**src/rtl/pwm_hwdet.sv**
```systemverilog
// pwm_hwdet: measures the high and low time of every complete period of the
// asynchronous pwm_in pin in sysclk cycles. It publishes each result with a
// one-cycle strobe and raises sticky flags when the input stops toggling.
module pwm_hwdet #(
  parameter int          CNT_WIDTH   = 32,
  parameter int          SYNC_STAGES = 2,
  parameter int unsigned TIMEOUT     = 100_000_000
) (
  input  logic                 sysclk,
  input  logic                 sysreset,
  input  logic                 enable,
  input  logic                 pwm_in,
  output logic [CNT_WIDTH-1:0] high_count,
  output logic [CNT_WIDTH-1:0] low_count,
  output logic                 period_valid,
  output logic                 stuck_high,
  output logic                 stuck_low
);

  typedef enum logic [1:0] {
    ARM  = 2'd0,
    HIGH = 2'd1,
    LOW  = 2'd2
  } state_e;

  localparam logic [CNT_WIDTH-1:0] TO_C  = CNT_WIDTH'(TIMEOUT);
  localparam logic [CNT_WIDTH-1:0] ONE_C = CNT_WIDTH'(1);

  logic [SYNC_STAGES-1:0] sync_q, sync_d;
  logic                   s_dly_q, s_dly_d;
  logic                   s, rise, fall;

  state_e                 state_q, state_d;
  logic [CNT_WIDTH-1:0]   hi_cnt_q, hi_cnt_d;
  logic [CNT_WIDTH-1:0]   lo_cnt_q, lo_cnt_d;
  logic [CNT_WIDTH-1:0]   hi_stage_q, hi_stage_d;
  logic [CNT_WIDTH-1:0]   idle_cnt_q, idle_cnt_d;

  logic [CNT_WIDTH-1:0]   high_count_q, high_count_d;
  logic [CNT_WIDTH-1:0]   low_count_q, low_count_d;
  logic                   period_valid_q, period_valid_d;
  logic                   stuck_high_q, stuck_high_d;
  logic                   stuck_low_q, stuck_low_d;

  // Synchronizer shift and edge detection on the synchronized level.
  always_comb begin
    sync_d  = {sync_q[SYNC_STAGES-2:0], pwm_in};
    s       = sync_q[SYNC_STAGES-1];
    s_dly_d = s;
    rise    = s & ~s_dly_q;
    fall    = ~s & s_dly_q;
  end

  // Measurement FSM: next state, counters, published results and stuck flags.
  always_comb begin
    state_d        = state_q;
    hi_cnt_d       = hi_cnt_q;
    lo_cnt_d       = lo_cnt_q;
    hi_stage_d     = hi_stage_q;
    idle_cnt_d     = idle_cnt_q;
    high_count_d   = high_count_q;
    low_count_d    = low_count_q;
    period_valid_d = 1'b0;
    stuck_high_d   = stuck_high_q;
    stuck_low_d    = stuck_low_q;

    if (!enable) begin
      // Held idle; published results and flags keep their values.
      state_d    = ARM;
      hi_cnt_d   = '0;
      lo_cnt_d   = '0;
      hi_stage_d = '0;
      idle_cnt_d = '0;
    end else begin
      case (state_q)
        ARM: begin
          // Wait for a rise so the first measured high phase is complete.
          if (rise) begin
            state_d    = HIGH;
            hi_cnt_d   = ONE_C;
            idle_cnt_d = '0;
          end else if (fall) begin
            // Level changed: the fall cycle is the first of the new level.
            idle_cnt_d = ONE_C;
          end else if (idle_cnt_q == TO_C) begin
            stuck_high_d = s;
            stuck_low_d  = ~s;
            idle_cnt_d   = '0;
          end else begin
            idle_cnt_d = idle_cnt_q + ONE_C;
          end
        end
        HIGH: begin
          // An edge wins over a timeout in the same cycle.
          if (fall) begin
            state_d    = LOW;
            lo_cnt_d   = ONE_C;
            hi_stage_d = hi_cnt_q;
          end else if (hi_cnt_q == TO_C) begin
            state_d      = ARM;
            stuck_high_d = 1'b1;
            stuck_low_d  = 1'b0;
            hi_cnt_d     = '0;
            lo_cnt_d     = '0;
            idle_cnt_d   = '0;
          end else begin
            hi_cnt_d = hi_cnt_q + ONE_C;
          end
        end
        LOW: begin
          // The closing rise publishes the period and opens the next one.
          if (rise) begin
            state_d        = HIGH;
            high_count_d   = hi_stage_q;
            low_count_d    = lo_cnt_q;
            period_valid_d = 1'b1;
            stuck_high_d   = 1'b0;
            stuck_low_d    = 1'b0;
            hi_cnt_d       = ONE_C;
            lo_cnt_d       = '0;
          end else if (lo_cnt_q == TO_C) begin
            state_d      = ARM;
            stuck_low_d  = 1'b1;
            stuck_high_d = 1'b0;
            hi_cnt_d     = '0;
            lo_cnt_d     = '0;
            idle_cnt_d   = '0;
          end else begin
            lo_cnt_d = lo_cnt_q + ONE_C;
          end
        end
        default: begin
          state_d = ARM;
        end
      endcase
    end
  end

  // State and data registers; synchronous reset clears everything.
  always_ff @(posedge sysclk) begin
    if (sysreset) begin
      sync_q         <= '0;
      s_dly_q        <= 1'b0;
      state_q        <= ARM;
      hi_cnt_q       <= '0;
      lo_cnt_q       <= '0;
      hi_stage_q     <= '0;
      idle_cnt_q     <= '0;
      high_count_q   <= '0;
      low_count_q    <= '0;
      period_valid_q <= 1'b0;
      stuck_high_q   <= 1'b0;
      stuck_low_q    <= 1'b0;
    end else begin
      sync_q         <= sync_d;
      s_dly_q        <= s_dly_d;
      state_q        <= state_d;
      hi_cnt_q       <= hi_cnt_d;
      lo_cnt_q       <= lo_cnt_d;
      hi_stage_q     <= hi_stage_d;
      idle_cnt_q     <= idle_cnt_d;
      high_count_q   <= high_count_d;
      low_count_q    <= low_count_d;
      period_valid_q <= period_valid_d;
      stuck_high_q   <= stuck_high_d;
      stuck_low_q    <= stuck_low_d;
    end
  end

  assign high_count   = high_count_q;
  assign low_count    = low_count_q;
  assign period_valid = period_valid_q;
  assign stuck_high   = stuck_high_q;
  assign stuck_low    = stuck_low_q;

endmodule

```
**config.mk**
```make
export PLATFORM = sky130hd
export DESIGN_NAME = pwm_hwdet
export DESIGN_NICKNAME = d
export VERILOG_FILES = /design/src/rtl/pwm_hwdet.sv
export SDC_FILE = /design/constraint.sdc
export NUM_CORES = 1
export LEC_CHECK = 0
export CORE_MARGIN = 1.5
export CORE_UTILIZATION = 60
export DETAILED_ROUTE_END_ITERATION = 16
export PLACE_DENSITY = 0.9
export SYNTH_ARGS = -nofsm -noshare
export SYNTH_HDL_FRONTEND = slang
export SYNTH_SLANG_ARGS = --single-unit
```
**constraint.sdc**
```tcl
create_clock -name sysclk -period 5 [get_ports sysclk]
set_input_delay 1 -clock sysclk [delete_from_list [all_inputs] [get_ports sysclk]]
set_output_delay 1 -clock sysclk [all_outputs]
set_load 0.05 [all_outputs]
```
==> flow_summary.ini, run 1 <==
[synthesis]
synth_area_per_cell_um2 = 7.99
synth_compound_area_share_pct = 12.7
yosys_warnings = 0
synth.mux.area_fraction_pct = 0.334
synth_nets = 1140
ys_async_sr_fraction_pct = 0
synth-seq-area-share_pct = 44.5
synth_seq_cells = 200
synthAdderAreaFrac_pct = 1.39
syn_area_um2 = 9000
ys_types = 64
synth-simple-area-share_pct = 31.4
synth-edff-count = 0
synth_flop_cell = dfxtp_1
synth-xor-area-share_pct = 5.55
syn-instance-count = 1126
synth_top_family_by_area = simple AND/OR/NAND/NOR gates

[critical_path]
path_class = reg -> reg
crit_fanout = 34
crit_arrival_ns = 3.72
rrSetupSlack_ns = 1.65
r2r_end = hi_cnt_q[8]$_SDFFE_PP0P_
r2r_cells = 9
rr_startpoint = state_q[1]$_SDFFE_PP0P_
cp-end-kind = flop
start_kind = flop
required_ns = 5.37

[global_routing]
track_usage_pct = 27.3
grt_pass1_vias = 7648
grt_antenna_before_repair = 0
grt_pass1_wl_um = 36100
grt_overflow = 0
grt_max_degree = 71

[cells_and_area]
area_growth_pct = 14.2
antenna_cells = 0
utilization_pct = 70.4
drive_gt1_share_pct = 6.35
fillCellCount = 1091
final_nets = 1167

[status]
status = finished, final reports clean

[routing]
drtIter0Drc = 933
via_count = 8204
wirelength_um = 21100
drt-wirelength-per-cell_um = 15.6
routed_via_density = 6.08
ant_nets = 0
dr.pass1.iters = 5
drc_errors = 0

[clocking]
cts_max_level = 4
worstSkewPairLatency_ns = 0.43
cts_inserted_buffers = 17
tritoncts = built
cts_setup_buffers = 0
holdBufCountCts = 0
cts-root-buf = clkbuf_16
clockBufferDepth = 2
clkSinkCount = 200
clk_pin_slew_ns = 0.07
cts_resized = 0

[timing]
rsz0062_at_grt = no
fin_crit_ns = 3.35
fin_crit_sh_pct = 67.1
fin_skew_ns = 0.00968
finalMaxSlewViolations = 0
slew_headroom_pct = 16.5
tightest_slew_ns = 1.25
finalSetupViolations = 0
tns_ns = 0
fmax_mhz = 298
hold_viol_final = 0

[placed_design]
port_buffers = 70
dp.final_hpwl_um = 13600
gp_congestion = 0.900

[min_path]
whs_path_depth = 2
holdCritPathClass = reg -> reg
hold_end = high_count[31]$_SDFFE_PP0P_
worstHoldStart = high_count[31]$_SDFFE_PP0P_

[power]
p_leak_nw = 3.10
max-vdd-ir-drop_mv = 0.231
powerDensity_nw_per_um2 = 292

[floorplan]
num_rows = 44
start_util_pct = 61.7
io_pins = 71
die_x_um = 125
die_h_um = 125
dieArea_um2 = 15700
core_um2 = 14600

[job]
drv_cap = 0
==> synthesized netlist by cell type (5+ instances only) <==
cell type    n  share of area [%]
nor4b_1     11                1.1
nor4_1      31                2.2
ha_1        10                1.4
and4_1      11                1.1
a31oi_1      9               0.63
clkbuf_1    56                2.3
and3_1      13               0.90
nor2b_1      5               0.35
or3_1       17                1.2
inv_1       13               0.54
or4_1        8               0.67
and2_1       7               0.49
nor3b_1      6               0.50
nand3_1     32                1.8
buf_1        5               0.21
nor2_1      87                3.6
nand2_1    240                 10
o21ai_0     34                1.9
xnor2_1     56                5.5
dfxtp_1    200                 44
a21oi_1    137                7.6
nand4_1     32                2.2
nor3_1      33                1.8
==> flip-flops by register name, summed over array words and instances, names as in the netlist <==
register and count:
high_count 32, lo_cnt_q 32, period_valid 1, hi_stage_q 32
state_q 2, s_dly_q 1, stuck_low 1, low_count 32
idle_cnt_q 32, sync_q 2, hi_cnt_q 32, stuck_high 1
==> cell families (layout without fill, tap and decap cells) <==
| group | after synthesis | after routing |
|---|---|---|
| AOI/OAI and AO/OA | 205 | 205 |
| xor gates and xnor gates | 57 | 57 |
| adders and majority gates | 10 | 10 |
| buffers and inverters | 85 | 125 |
| DFF | 200 | 200 |
| muxes | 3 | 3 |
| and+or+nand+nor | 566 | 566 |
==> worst max path at each step <==
stage / startpoint / to / slack, ns
final: state_q[1]$_SDFFE_PP0P_ / hi_cnt_q[8]$_SDFFE_PP0P_ / 1.65
after global routing: state_q[1]$_SDFFE_PP0P_ / hi_cnt_q[8]$_SDFFE_PP0P_ / 1.33
after CTS: lo_cnt_q[0]$_SDFFE_PP0P_ / idle_cnt_q[3]$_SDFFE_PP0P_ / 1.66
after detailed placement: lo_cnt_q[0]$_SDFFE_PP0P_ / idle_cnt_q[3]$_SDFFE_PP0P_ / 1.70
after global placement: lo_cnt_q[0]$_SDFFE_PP0P_ / idle_cnt_q[17]$_SDFFE_PP0P_ / 1.84
after floorplan: state_q[1]$_SDFFE_PP0P_ / idle_cnt_q[31]$_SDFFE_PP0P_ / 2.50
==> worst max-delay path, stage by stage (launching register included) <==
cell	delay [ns]
dfxtp_1	0.37
inv_1	0.09
ha_1	0.26
nand3b_1	0.11
buf_4	0.34
nand2b_1	0.22
a21oi_1	0.25
nand3_1	0.64
or4b_2	0.85
a21oi_1	0.15
==> layout by cell type (no fill, tap or decap), types with 31 or more instances in the layout <==
master / instances
nand3_1: 31
nor4_1: 31
o21ai_0: 34
nand2_1: 240
nor2_1: 87
clkdlybuf4s50_1: 69
a21oi_1: 136
dfxtp_1: 200
xnor2_1: 56
nand4_1: 32
nor3_1: 33
==> area by class of cell <==
class,count,area [um^2],share of cell area (%)
inverter,13,48.8,0.475
multi-input combinational,841,4650,45.3
clock buffer,19,453,4.41
sequential,200,4000,39.0
timing repair buffer,80,771,7.50
clock inverter,13,118,1.14
tap,184,230,2.24
==> routing by layer <==
metal | wire, um | track usage (%) | vias up
li1 | - | - | 3984
met1 | 9490 | 36.6 | 3865
met2 | 9910 | 43.9 | 318
met3 | 1270 | 4.75 | 37
met4 | 416 | 10.7 | 0
met5 | 0 | 0 | -
==> report_power, final <==
part,switching (mW),internal (mW)
combinational,0.0578,0.0171
sequential,0.00320,1.59
clock,0.614,0.718
==> stage by stage <==
stage | cells | hold WS [ns] | total power, mW | worst slack [ns] | area, um^2
2_1_floorplan | 1126 | 0.414 | 1.69 | 2.50 | 9000
3_3_place_gp | 1318 | 0.441 | 1.71 | 1.84 | 9710
3_5_place_dp | 1318 | 0.436 | 1.71 | 1.70 | 9710
4_1_cts | 1350 | 0.455 | 3.01 | 1.66 | 10300
5_1_grt | 1350 | 0.471 | 3.09 | 1.33 | 10300
6_report | 1350 | 0.453 | 3.00 | 1.65 | 10300
No activity file was read; power rests on OpenSTA's default activity.
==> inputs of run 2 (changes only) <==
--- a/config.mk
+++ b/config.mk
@@ -6,9 +6,9 @@
 export NUM_CORES = 1
 export LEC_CHECK = 0
 export CORE_MARGIN = 1.5
-export CORE_UTILIZATION = 60
+export CORE_UTILIZATION = 58
 export DETAILED_ROUTE_END_ITERATION = 16
-export PLACE_DENSITY = 0.9
+export PLACE_DENSITY = 0.87
 export SYNTH_ARGS = -nofsm -noshare
 export SYNTH_HDL_FRONTEND = slang
 export SYNTH_SLANG_ARGS = --single-unit
==> constraint.sdc (replaced) <==
create_clock -name sysclk -period 3.1 [get_ports sysclk]
set_input_delay 0.62 -clock sysclk [delete_from_list [all_inputs] [get_ports sysclk]]
set_output_delay 0.62 -clock sysclk [all_outputs]
set_load 0.05 [all_outputs]
==> flow_summary.ini, run 2 (synthesized netlist as in run 1, its figures left out) <==
[timing]
fmax_mhz = 346
tns_ns = 0
fin_skew_ns = 0.00852
rsz0062_at_grt = no
finalSetupViolations = 0
hold_viol_final = 0
finalMaxSlewViolations = 0
fin_crit_ns = 2.89
tightest_slew_ns = 0.763
fin_crit_sh_pct = 93.3
slew_headroom_pct = 48.7

[cells_and_area]
register_area_um2 = 4000
layout_commonest_cell = nand2_1
stdcell_count = 1369
drive_gt1_share_pct = 7.37
antenna_cells = 0
layout_common_cells = nand2_1 (240), dfxtp_1 (200), a21oi_1 (136)
multi_input_area_um2 = 4650
fillCellCount = 1171
area_growth_pct = 15.7
final_nets = 1182

[critical_path]
crit_arrival_ns = 3.27
path_class = reg -> reg
required_ns = 3.47
cp-end-kind = flop
crit_fanout = 13
start_kind = flop

[routing]
ant_nets = 0
drt-wirelength-per-cell_um = 15.4
dr.pass1.iters = 5
via_count = 8244
wirelength_um = 21000
drc_errors = 0
drtIter0Drc = 894
routed_via_density = 6.02

[floorplan]
dieArea_um2 = 16300
io_pins = 71
die_h_um = 128
num_rows = 45
die_x_um = 128
start_util_pct = 59.2
core_um2 = 15200

[placed_design]
port_buffers = 70
dp.final_hpwl_um = 13700
gp_congestion = 0.916
placedCellCount = 1337

[power]
p_leak_nw = 3.17
powerDensity_nw_per_um2 = 465
max-vdd-ir-drop_mv = 0.402

[clocking]
cts_inserted_buffers = 17
tritoncts = built
worstSkewPairLatency_ns = 0.44
clk_pin_slew_ns = 0.07
holdBufCountCts = 0
clockBufferDepth = 2
cts-root-buf = clkbuf_16
cts_max_level = 4
clkSinkCount = 200
cts_resized = 0
cts_setup_buffers = 0

[global_routing]
grt_pass1_wl_um = 35100
track_usage_pct = 26.3
grt_pass1_vias = 7374
grt_overflow = 0
grt_antenna_before_repair = 0
grt_max_degree = 70

[status]
status = finished, final reports clean

[min_path]
holdCritPathClass = reg -> reg

[job]
drv_cap = 0
==> run 2: cell types whose count changed in the layout (fill, tap and decap cells not counted), moves of 2 or more <==
cell      previous run  this run
buf_4               10        24
inv_6                4         1
clkbuf_1             0         2
clkbuf_8             2         4
clkinv_2             4         2
==> run 2: path summary, 6_finish.rpt <==
check,cells after the start,slack [ns],startpoint,end
hold / removal,2,0.45,hi_stage_q[20]$_SDFFE_PP0P_,high_count[20]$_SDFFE_PP0P_
setup / recovery,9,0.21,hi_cnt_q[0]$_SDFFE_PP0P_,hi_cnt_q[20]$_SDFFE_PP0P_
hold reg to reg,2,0.45,hi_stage_q[20]$_SDFFE_PP0P_,high_count[20]$_SDFFE_PP0P_
setup reg to reg,9,0.21,hi_cnt_q[0]$_SDFFE_PP0P_,hi_cnt_q[20]$_SDFFE_PP0P_
==> run 2: stage by stage <==
stage / area (um^2) / worst slack [ns] / util, % / hold WS [ns] / power (mW)
final: 10400 / 0.207 / 68.5 / 0.452 / 4.85
after global routing: 10400 / 0.125 / 68.5 / 0.471 / 4.99
after CTS: 10400 / 0.287 / 68.5 / 0.456 / 4.87
after detailed placement: 9840 / 0.313 / 64.7 / 0.440 / 2.76
after global placement: 9840 / 0.406 / 64.7 / 0.441 / 2.76
after floorplan: 9000 / 0.600 / - / 0.414 / 2.72
==> run 2: cell type report <==
cell class                 instances  area share [%]
inverter                          13           0.469
multi-input combinational        841            44.7
clock buffer                      23            4.69
tap                              188            2.26
sequential                       200            38.4
timing repair buffer              95            8.60
clock inverter                     9           0.865
==> run 2: worst max-delay path, stage by stage, from the launching register on <==
cell      delay [ns]
dfxtp_1         0.42
inv_1           0.09
ha_1            0.19
nor4b_2         0.16
and4_2          0.26
a21boi_2        0.29
nand3_1         0.43
buf_4           0.34
or4_1           0.50
a21oi_1         0.14
==> run 2: power by group <==
part | internal (mW) | switching (mW) | total [mW]
Clock | 1.20 | 0.945 | 2.14
Combinational | 0.0330 | 0.0947 | 0.128
Sequential | 2.57 | 0.00544 | 2.58
==> run 2: routing by layer <==
layer  up-vias  wire length, um  GRT usage, %
li1       4003                -             -
met1      3868             9470          35.8
met2       318             9750          41.6
met3        55             1320          4.86
met4         0              493          10.6
met5         -                0             0
==> inputs of run 3 (changes only) <==
--- a/config.mk
+++ b/config.mk
@@ -5,7 +5,6 @@
 export SDC_FILE = /design/constraint.sdc
 export NUM_CORES = 1
 export LEC_CHECK = 0
-export CORE_MARGIN = 1.5
 export CORE_UTILIZATION = 58
 export DETAILED_ROUTE_END_ITERATION = 16
 export PLACE_DENSITY = 0.87
==> flow_summary.ini, run 3 (synthesized netlist as in run 1, its figures left out) <==
[power]
max-vdd-ir-drop_mv = 0.489
seqPwrFrac_pct = 50.4
pwr-share-comb_pct = 2.4
powerDensity_nw_per_um2 = 489
p_int_mw = 4.06
p_sw_share_pct = 20.6
p_switching_mw = 1.05
clkPwrFrac_pct = 47.1
p_leak_nw = 3.19

[routing]
drc_errors = 0
wirelength_um = 21300
ant_nets = 0
dr.pass1.iters = 5
via_count = 8247
routed_via_density = 6.04
drt-wirelength-per-cell_um = 15.6
drtIter0Drc = 858

[clocking]
clk_pin_slew_ns = 0.07
cts_setup_buffers = 0
tritoncts = built
clkSinkCount = 200
clockBufferDepth = 2
cts_inserted_buffers = 17
cts_max_level = 4
cts-root-buf = clkbuf_16
holdBufCountCts = 0
worstSkewPairLatency_ns = 0.44
cts_resized = 0

[critical_path]
rr_startpoint = hi_cnt_q[27]$_SDFFE_PP0P_
path_buf_inv = 1
crit_fanout = 30
start_kind = flop
critPathTopFamily = simple AND/OR/NAND/NOR gates
crit_arrival_ns = 3.05
slowest_stage = nor4_1
required_ns = 3.41
crit_chain = nor4_1 > and4_2 > a21boi_2 > or3_1 > o21ai_4 > buf_4 > nor2_1
path_class = reg -> reg
rrSetupSlack_ns = 0.36
r2r_cells = 7
r2r_end = idle_cnt_q[2]$_SDFFE_PP0P_
cp-end-kind = flop
slowest_delay_ns = 0.52

[cells_and_area]
layout_common_cells = nand2_1 (240), dfxtp_1 (200), a21oi_1 (136)
layout_commonest_cell = nand2_1
antenna_cells = 0
area_growth_pct = 16.2
final_area_um2 = 10500
drive_gt1_share_pct = 7.05
final_nets = 1179
utilization_pct = 69.0
fillCellCount = 1162

[global_routing]
grt_pass1_wl_um = 36500
grt_pass1_vias = 7652
grt_max_degree = 70
grt_overflow = 0
track_usage_pct = 28.0
grt_antenna_before_repair = 0

[timing]
fmax_mhz = 365
fin_crit_sh_pct = 88.4
finalMaxSlewViolations = 0
tns_ns = 0
fin_skew_ns = 0.00910
slew_headroom_pct = 40.1
rsz0062_at_grt = no
finalSetupViolations = 0
tightest_slew_ns = 0.891
hold_viol_final = 0
fin_crit_ns = 2.74

[floorplan]
die_h_um = 127
die_x_um = 127
start_util_pct = 59.4
core_um2 = 15100
dieArea_um2 = 16000
num_rows = 45
io_pins = 71

[job]
drv_cap = 0

[placed_design]
gp_congestion = 0.883
port_buffers = 70
place_area_um2 = 9810
dp.final_hpwl_um = 13700

[min_path]
worstHoldStart = hi_stage_q[13]$_SDFFE_PP0P_
holdCritPathClass = reg -> reg
hold_end = high_count[13]$_SDFFE_PP0P_
whs_path_depth = 2

[status]
status = finished, final reports clean
==> run 3: cell types whose count changed in the layout (fill, tap and decap cells not counted), sizes merged <==
cell,delta
buf,-3
clkinv,-3
bufinv,+4
clkinvlp,+1
clkbuf,-2
==> run 3: power groups by stage <==
stage	Combinational, mW	Sequential (mW)	Clock [mW]
floorplan	0.0876	2.64	0
detailed placement	0.122	2.64	0
finish	0.124	2.58	2.41
global placement	0.120	2.64	0
global route	0.135	2.58	2.53
CTS	0.122	2.58	2.43
==> run 3: stage by stage <==
| stage | worst slack, ns | hold WS, ns | std cells | total power [mW] |
|---|---|---|---|---|
| floorplan | 0.600 | 0.414 | 1126 | 2.72 |
| global placement | 0.581 | 0.424 | 1334 | 2.76 |
| detailed placement | 0.475 | 0.435 | 1334 | 2.76 |
| CTS | 0.400 | 0.452 | 1366 | 5.13 |
| global route | 0.223 | 0.461 | 1366 | 5.24 |
| finish | 0.359 | 0.452 | 1366 | 5.11 |
==> run 3: routing by layer <==
metal  global-route usage [%]  vias to the layer above  part of all wire (%)
li1                         -                     4012                     -
met1                     37.0                     3883                    44
met2                     44.9                      310                    47
met3                     5.06                       42                   6.3
met4                     12.5                        0                   2.2
met5                        0                        -                     0
==> run 3: final cells by class <==
cell class,instances,area (um^2),share of cell area [%]
clock buffer,21,450,4.31
clock inverter,11,194,1.85
inverter,13,48.8,0.467
sequential,200,4000,38.3
timing repair buffer,92,873,8.35
tap,188,235,2.25
multi-input combinational,841,4650,44.5
==> run 3: worst max path at each step <==
stage | from | end | cells past startpoint
2_1_floorplan | state_q[1]$_SDFFE_PP0P_ | idle_cnt_q[31]$_SDFFE_PP0P_ | 10
3_3_place_gp | lo_cnt_q[0]$_SDFFE_PP0P_ | idle_cnt_q[5]$_SDFFE_PP0P_ | 9
3_5_place_dp | lo_cnt_q[0]$_SDFFE_PP0P_ | idle_cnt_q[14]$_SDFFE_PP0P_ | 9
4_1_cts | hi_cnt_q[27]$_SDFFE_PP0P_ | idle_cnt_q[2]$_SDFFE_PP0P_ | 7
5_1_grt | hi_cnt_q[0]$_SDFFE_PP0P_ | hi_cnt_q[30]$_SDFFE_PP0P_ | 7
6_report | hi_cnt_q[27]$_SDFFE_PP0P_ | idle_cnt_q[2]$_SDFFE_PP0P_ | 7
==> run 3: worst reg2reg max path, delay by kind of cell (launching register included) <==
| kind | cells | cell delay [ns] |
|---|---|---|
| AO/OA/AOI/OAI | 2 | 0.38 |
| buffers and inverters | 1 | 0.32 |
| flip-flops | 1 | 0.39 |
| AND/OR/NAND/NOR | 4 | 1.52 |
